**config.mk**
```make
export PLATFORM = sky130hd
export DESIGN_NAME = uart_transmitter
export DESIGN_NICKNAME = d
export VERILOG_FILES = /design/src/rtl/uart_pkg.sv /design/src/rtl/uart_baud_tick.sv /design/src/rtl/uart_transmitter.sv
export SDC_FILE = /design/constraint.sdc
export NUM_CORES = 1
export LEC_CHECK = 0
export ABC_AREA = 1
export CAP_MARGIN = 15
export CORE_MARGIN = 2
export CORE_UTILIZATION = 26
export CTS_BUF_LIST = sky130_fd_sc_hd__clkbuf_4 sky130_fd_sc_hd__clkbuf_8
export CTS_CLUSTER_SIZE = 20
export DETAILED_ROUTE_END_ITERATION = 10
export HOLD_SLACK_MARGIN = 0.15
export PLACE_DENSITY = 0.5
export SLEW_MARGIN = 40
export SYNTH_ARGS = -nofsm -noshare
export SYNTH_HDL_FRONTEND = slang
export SYNTH_HIERARCHICAL = 1
export SYNTH_SLANG_ARGS = --single-unit
```
**constraint.sdc**
```tcl
create_clock -name Clk_100M -period 3.48 [get_ports Clk_100M]
set_input_delay 0.696 -clock Clk_100M [delete_from_list [all_inputs] [get_ports Clk_100M]]
set_output_delay 0.696 -clock Clk_100M [all_outputs]
set_load 0.02 [all_outputs]
```
**src/rtl/uart_pkg.sv**
```systemverilog
// Shared UART framing and baud constants. The receiver imports the same package,
// so both ends agree on frame format and bit period.
package uart_pkg;

  localparam int          UART_DATA_BITS = 8;
  localparam logic        START_BIT      = 1'b0;
  localparam logic        STOP_BIT       = 1'b1;
  localparam int          BAUD_N         = 14;
  localparam logic [13:0] BAUD_COUNT     = 14'd9999;

  typedef enum logic [1:0] {
    IDLE  = 2'd0,
    START = 2'd1,
    DATA  = 2'd2,
    STOP  = 2'd3
  } uart_state_e;

  function automatic logic is_last_bit(input logic [2:0] idx);
    return idx == 3'(UART_DATA_BITS - 1);
  endfunction

endpackage

```
**src/rtl/uart_baud_tick.sv**
```systemverilog
// Baud period counter: counts 0..Count while enabled and flags the final clock
// of each bit period so the FSM can advance.
module uart_baud_tick
  import uart_pkg::*;
#(
  parameter int           N     = BAUD_N,
  parameter logic [N-1:0] Count = N'(BAUD_COUNT)
) (
  input  logic clk_i,
  input  logic rst_ni,
  input  logic en_i,
  input  logic clr_i,
  output logic tick_o
);

  logic [N-1:0] cnt_q;
  logic [N-1:0] cnt_d;

  assign tick_o = en_i && (cnt_q == Count);

  always_comb begin
    cnt_d = cnt_q;
    if (clr_i) begin
      cnt_d = '0;
    end else if (en_i) begin
      if (cnt_q == Count) begin
        cnt_d = '0;
      end else begin
        cnt_d = cnt_q + N'(1);
      end
    end else begin
      cnt_d = cnt_q;
    end
  end

  always_ff @(posedge clk_i) begin
    if (!rst_ni) begin
      cnt_q <= '0;
    end else begin
      cnt_q <= cnt_d;
    end
  end

endmodule

```
**src/rtl/uart_transmitter.sv**
```systemverilog
// 8N1 UART transmitter: takes one byte per Send/Busy handshake and shifts it out
// LSB-first on Tx as start bit, eight data bits, stop bit.
module uart_transmitter
  import uart_pkg::*;
#(
  parameter int           N     = BAUD_N,
  parameter logic [N-1:0] Count = N'(BAUD_COUNT)
) (
  input  logic                      Clk_100M,
  input  logic                      Reset,
  input  logic [UART_DATA_BITS-1:0] Data,
  input  logic                      Send,
  output logic                      Busy,
  output logic                      Done,
  output logic                      Tx
);

  uart_state_e               state_q, state_d;
  logic [UART_DATA_BITS-1:0] shift_q, shift_d;
  logic [2:0]                idx_q, idx_d;
  logic                      tx_q, tx_d;
  logic                      busy_q, busy_d;
  logic                      done_q, done_d;
  logic                      bit_end;
  logic                      baud_en;
  logic                      baud_clr;

  // The counter idles at zero so every accepted frame starts a full bit period.
  assign baud_en  = (state_q != IDLE);
  assign baud_clr = (state_q == IDLE);

  uart_baud_tick #(
    .N     (N),
    .Count (Count)
  ) u_baud (
    .clk_i  (Clk_100M),
    .rst_ni (Reset),
    .en_i   (baud_en),
    .clr_i  (baud_clr),
    .tick_o (bit_end)
  );

  always_ff @(posedge Clk_100M) begin
    if (!Reset) begin
      state_q <= IDLE;
    end else begin
      state_q <= state_d;
    end
  end

  always_comb begin
    state_d = state_q;
    case (state_q)
      IDLE:    if (Send) state_d = START; else state_d = IDLE;
      START:   if (bit_end) state_d = DATA; else state_d = START;
      DATA:    if (bit_end && is_last_bit(idx_q)) state_d = STOP; else state_d = DATA;
      STOP:    if (bit_end) state_d = IDLE; else state_d = STOP;
      default: state_d = IDLE;
    endcase
  end

  // Outputs are registered from the next state so Tx changes on the same edge as the FSM.
  always_comb begin
    shift_d = shift_q;
    idx_d   = idx_q;
    done_d  = 1'b0;
    case (state_q)
      IDLE: begin
        if (Send) begin
          shift_d = Data;
          idx_d   = 3'd0;
        end else begin
          shift_d = shift_q;
        end
      end
      START: begin
        if (bit_end) idx_d = 3'd0; else idx_d = idx_q;
      end
      DATA: begin
        if (bit_end && !is_last_bit(idx_q)) begin
          shift_d = {1'b0, shift_q[UART_DATA_BITS-1:1]};
          idx_d   = idx_q + 3'd1;
        end else begin
          idx_d = idx_q;
        end
      end
      STOP: begin
        done_d = bit_end;
      end
      default: begin
        shift_d = '0;
        idx_d   = 3'd0;
      end
    endcase

    tx_d = STOP_BIT;
    case (state_d)
      IDLE:    tx_d = STOP_BIT;
      START:   tx_d = START_BIT;
      DATA:    tx_d = shift_d[0];
      STOP:    tx_d = STOP_BIT;
      default: tx_d = STOP_BIT;
    endcase
    busy_d = (state_d != IDLE);
  end

  always_ff @(posedge Clk_100M) begin
    if (!Reset) begin
      shift_q <= '0;
      idx_q   <= 3'd0;
      tx_q    <= STOP_BIT;
      busy_q  <= 1'b0;
      done_q  <= 1'b0;
    end else begin
      shift_q <= shift_d;
      idx_q   <= idx_d;
      tx_q    <= tx_d;
      busy_q  <= busy_d;
      done_q  <= done_d;
    end
  end

  assign Tx   = tx_q;
  assign Busy = busy_q;
  assign Done = done_q;

endmodule
```
==> impl_metrics.json <==
{
  "status": "completed",
  "io_buffers": 13,
  "fin_crit_ns": 2.322,
  "antenna_found_initial": 0,
  "layout-drive-gt1-share_pct": 10.12,
  "final_cell_mix": "nand2_1 (64), nor2_1 (38), dfxtp_1 (30)",
  "syn_inst": 227,
  "numCtsBuffers": 5,
  "fin_crit_sh_pct": 66.72,
  "crit_family": "simple AND/OR/NAND/NOR gates",
  "synth_seq_area_share_pct": 37.80,
  "synth_area_sq_um": 1589,
  "postCtsHoldBufs": 0,
  "final_common_cell": "nand2_1",
  "viasPerCell": 4.407,
  "insertion_delay_ns": 0.29,
  "cp_max_fo": 9,
  "remaining_drc_errors": 0,
  "cts_resized": 0,
  "ir_drop_uv": 219.3,
  "synth.largest_area_cell": "dfxtp_1",
  "hp-class": "reg2reg",
  "dpl.hpwl_mm": 2.506,
  "clock_sinks": 30,
  "path_buf_inv": 5,
  "setup-violations-final": 0,
  "synth_top_family_by_area": "simple AND/OR/NAND/NOR gates",
  "yosys.area.top_type_share_pct": 37.80,
  "rsz0062_at_grt": "no",
  "drt_first_iter_violations": 42,
  "antenna_cells": 0,
  "hold_end": "idx_q[1]$_SDFFE_PN0P_",
  "synth-edff-count": 0,
  "max_stage_delay_ns": 0.44,
  "max-slew-margin-rel_pct": 68.53,
  "grt_pass1_vias": 1308,
  "worst_slack_ns": 1.158,
  "critPathArrivalTime_ns": 2.50,
  "core_sq_um": 5921,
  "postCtsSetupBuffers": 0,
  "synth_nets": 245,
  "fmax_ghz": 0.4307,
  "ys_ff_latch": 30,
  "hold_ws_ns": 0.4644,
  "r2r-start": "state_q[0]$_SDFF_PN0_",
  "synth_xor_area_share_pct": 1.654,
  "cp-end-kind": "flop",
  "tightest_slew_ns": 0.4715,
  "synth_compound_area_share_pct": 9.606,
  "num_rows": 28,
  "grt_pass1_wl_mm": 5.768,
  "dr.pass1.iters": 4,
  "synth_adder_area_share_pct": 5.512,
  "crit_path_start_kind": "flop",
  "htreeDepth": 2,
  "yosys-top-cells-area": "dfxtp_1 (38%), nand2_1 (15%), nor2_1 (9.0%)",
  "finalSetupTns_ns": 0,
  "fp.dieH_um": 82.18,
  "maxCapViolCount": 0,
  "postSynth.asyncResetShare_pct": 0,
  "io_pins": 14,
  "ff2ff_setup_slack_ns": 1.16,
  "start_util_pct": 26.84,
  "synth.distinct_cells": 27,
  "clkSlewWorstSetupHoldPaths_ns": 0.07,
  "cpMostUsedCell": "nand2_1",
  "pre_cts_ws_ns": 1.190,
  "synth_mux_area_share_pct": 0,
  "p_leak_nw": 0.8033,
  "finalClockSkew_ns": 0.007499,
  "yosysWarnings": 6,
  "critical_path.slowest_cell": "dfxtp_1",
  "routed-via-count": 1419,
  "crit_required_ns": 3.66,
  "die_area_sq_um": 6753,
  "rr_endpoint": "Tx$_SDFF_PN1_",
  "min_path_cells": 2,
  "wl_mm": 3.347,
  "worst-setup-path-type": "reg2reg",
  "root_buffer": "clkbuf_8",
  "cts.path.max_buffers": 2,
  "hold_viol": 0,
  "place_congestion": 0.7825,
  "fillers": 650,
  "synth_simple_gate_area_share_pct": 38.11,
  "track_usage_pct": 11.41,
  "synth_ff_type": "dfxtp_1",
  "drv_slew": 0,
  "hold_start": "idx_q[1]$_SDFFE_PN0P_",
  "cts_tree": "yes",
  "drtAntennaViolNets": 0,
  "dieWidth_um": 82.18,
  "path_cells": "inv_2 -> nand2_4 -> nand2_1 -> inv_1 -> nand2_1 -> nor2_1 -> nand2_1 -> inv_1 -> inv_1 -> o21ai_0 -> nand2_1 -> nand2_1 -> inv_1 -> ha_1 -> nand2_1 -> nand2_1 -> nand2_1",
  "powerDensity_nw_per_um2": 416.7,
  "area_growth_pct": 19.84,
  "grt_max_degree": 15,
  "final_util_pct": 32.16,
  "worstRegToRegCells": 17,
  "wire_per_inst_um": 10.39,
  "grt-ovfl-total": 0,
  "synth.avg_cell_area_sq_um": 7.000,
  "finalNetCount": 264
}
[state kept, by name (all words and copies together) (netlist names)]
name,cells
idx_q,3
Tx,1
state_q,2
u_baud/cnt_q,14
Done,1
Busy,1
shift_q,8
[cell usage after synthesis (2+ instances only)]
cell type	count
nor3_1	4
ha_1	7
dfxtp_1	30
nor2_1	38
inv_2	3
nand3_1	8
a21oi_1	11
o21ai_0	2
nand2_1	64
nand2_2	3
nand4_1	3
inv_1	27
xnor2_1	2
nor2_8	3
nor2_2	4
o21bai_1	2
a22oi_1	6
[kinds of logic (layout without fill, tap and decap cells)]
group                    count (synthesis)  in the layout
flip-flops                              30             30
AO/OA/AOI/OAI                           25             25
buffers and inverters                   31             51
adder cells (fa/ha/maj)                  7              7
AND/OR/NAND/NOR                        131            131
XOR/XNOR                                 3              3
[worst max-delay path by stage]
| stage | from | endpoint | depth (start not counted) |
|---|---|---|---|
| floorplan | state_q[0]$_SDFF_PN0_ | Tx$_SDFF_PN1_ | 17 |
| global placement | state_q[0]$_SDFF_PN0_ | Tx$_SDFF_PN1_ | 17 |
| detailed placement | state_q[0]$_SDFF_PN0_ | Tx$_SDFF_PN1_ | 17 |
| CTS | state_q[0]$_SDFF_PN0_ | Tx$_SDFF_PN1_ | 17 |
| global route | state_q[0]$_SDFF_PN0_ | Tx$_SDFF_PN1_ | 17 |
| finish | state_q[0]$_SDFF_PN0_ | Tx$_SDFF_PN1_ | 17 |
[power by group]
| part | switching [mW] | leakage, nW | internal [mW] | total, mW |
|---|---|---|---|---|
| logic | 0.0731 | 0.508 | 0.0476 | 0.121 |
| clock network | 0.137 | 0.0517 | 0.167 | 0.304 |
| registers | 0.00994 | 0.244 | 0.359 | 0.369 |
[layer usage]
layer	global-route usage (%)	part of all wire, %	vias up
met5	0	0	-
met4	5.500	1.9	0
met3	3.370	3.5	8
met2	18.29	45	23
met1	13.97	49	629
li1	-	-	759
[cell type report]
cell class / instances / area [sq um] / area share (%)
clock buffers: 7 / 90.09 / 4.731
clock inverters: 1 / 5.005 / 0.2628
inverters: 30 / 112.6 / 5.913
multi-input cells: 166 / 872.1 / 45.79
flip-flops and latches: 30 / 600.6 / 31.54
well taps: 75 / 93.84 / 4.928
repair buffers: 13 / 130.1 / 6.833
[worst reg2reg max path: stages (launching register included)]
cell	delay, ns
dfxtp_1	0.44
inv_2	0.08
nand2_4	0.16
nand2_1	0.07
inv_1	0.05
nand2_1	0.04
nor2_1	0.12
nand2_1	0.09
inv_1	0.15
inv_1	0.09
o21ai_0	0.28
nand2_1	0.08
nand2_1	0.09
inv_1	0.07
ha_1	0.27
nand2_1	0.05
nand2_1	0.05
nand2_1	0.05
[through the flow]
step	area, sq um	instances	total power, mW
2_1_floorplan	1589	227	0.4580
3_3_place_gp	1809	314	0.4988
3_5_place_dp	1809	314	0.4989
4_1_cts	1904	322	0.8068
5_1_grt	1904	322	0.8374
6_report	1904	322	0.7936
No activity file was read; power rests on OpenSTA's default activity.
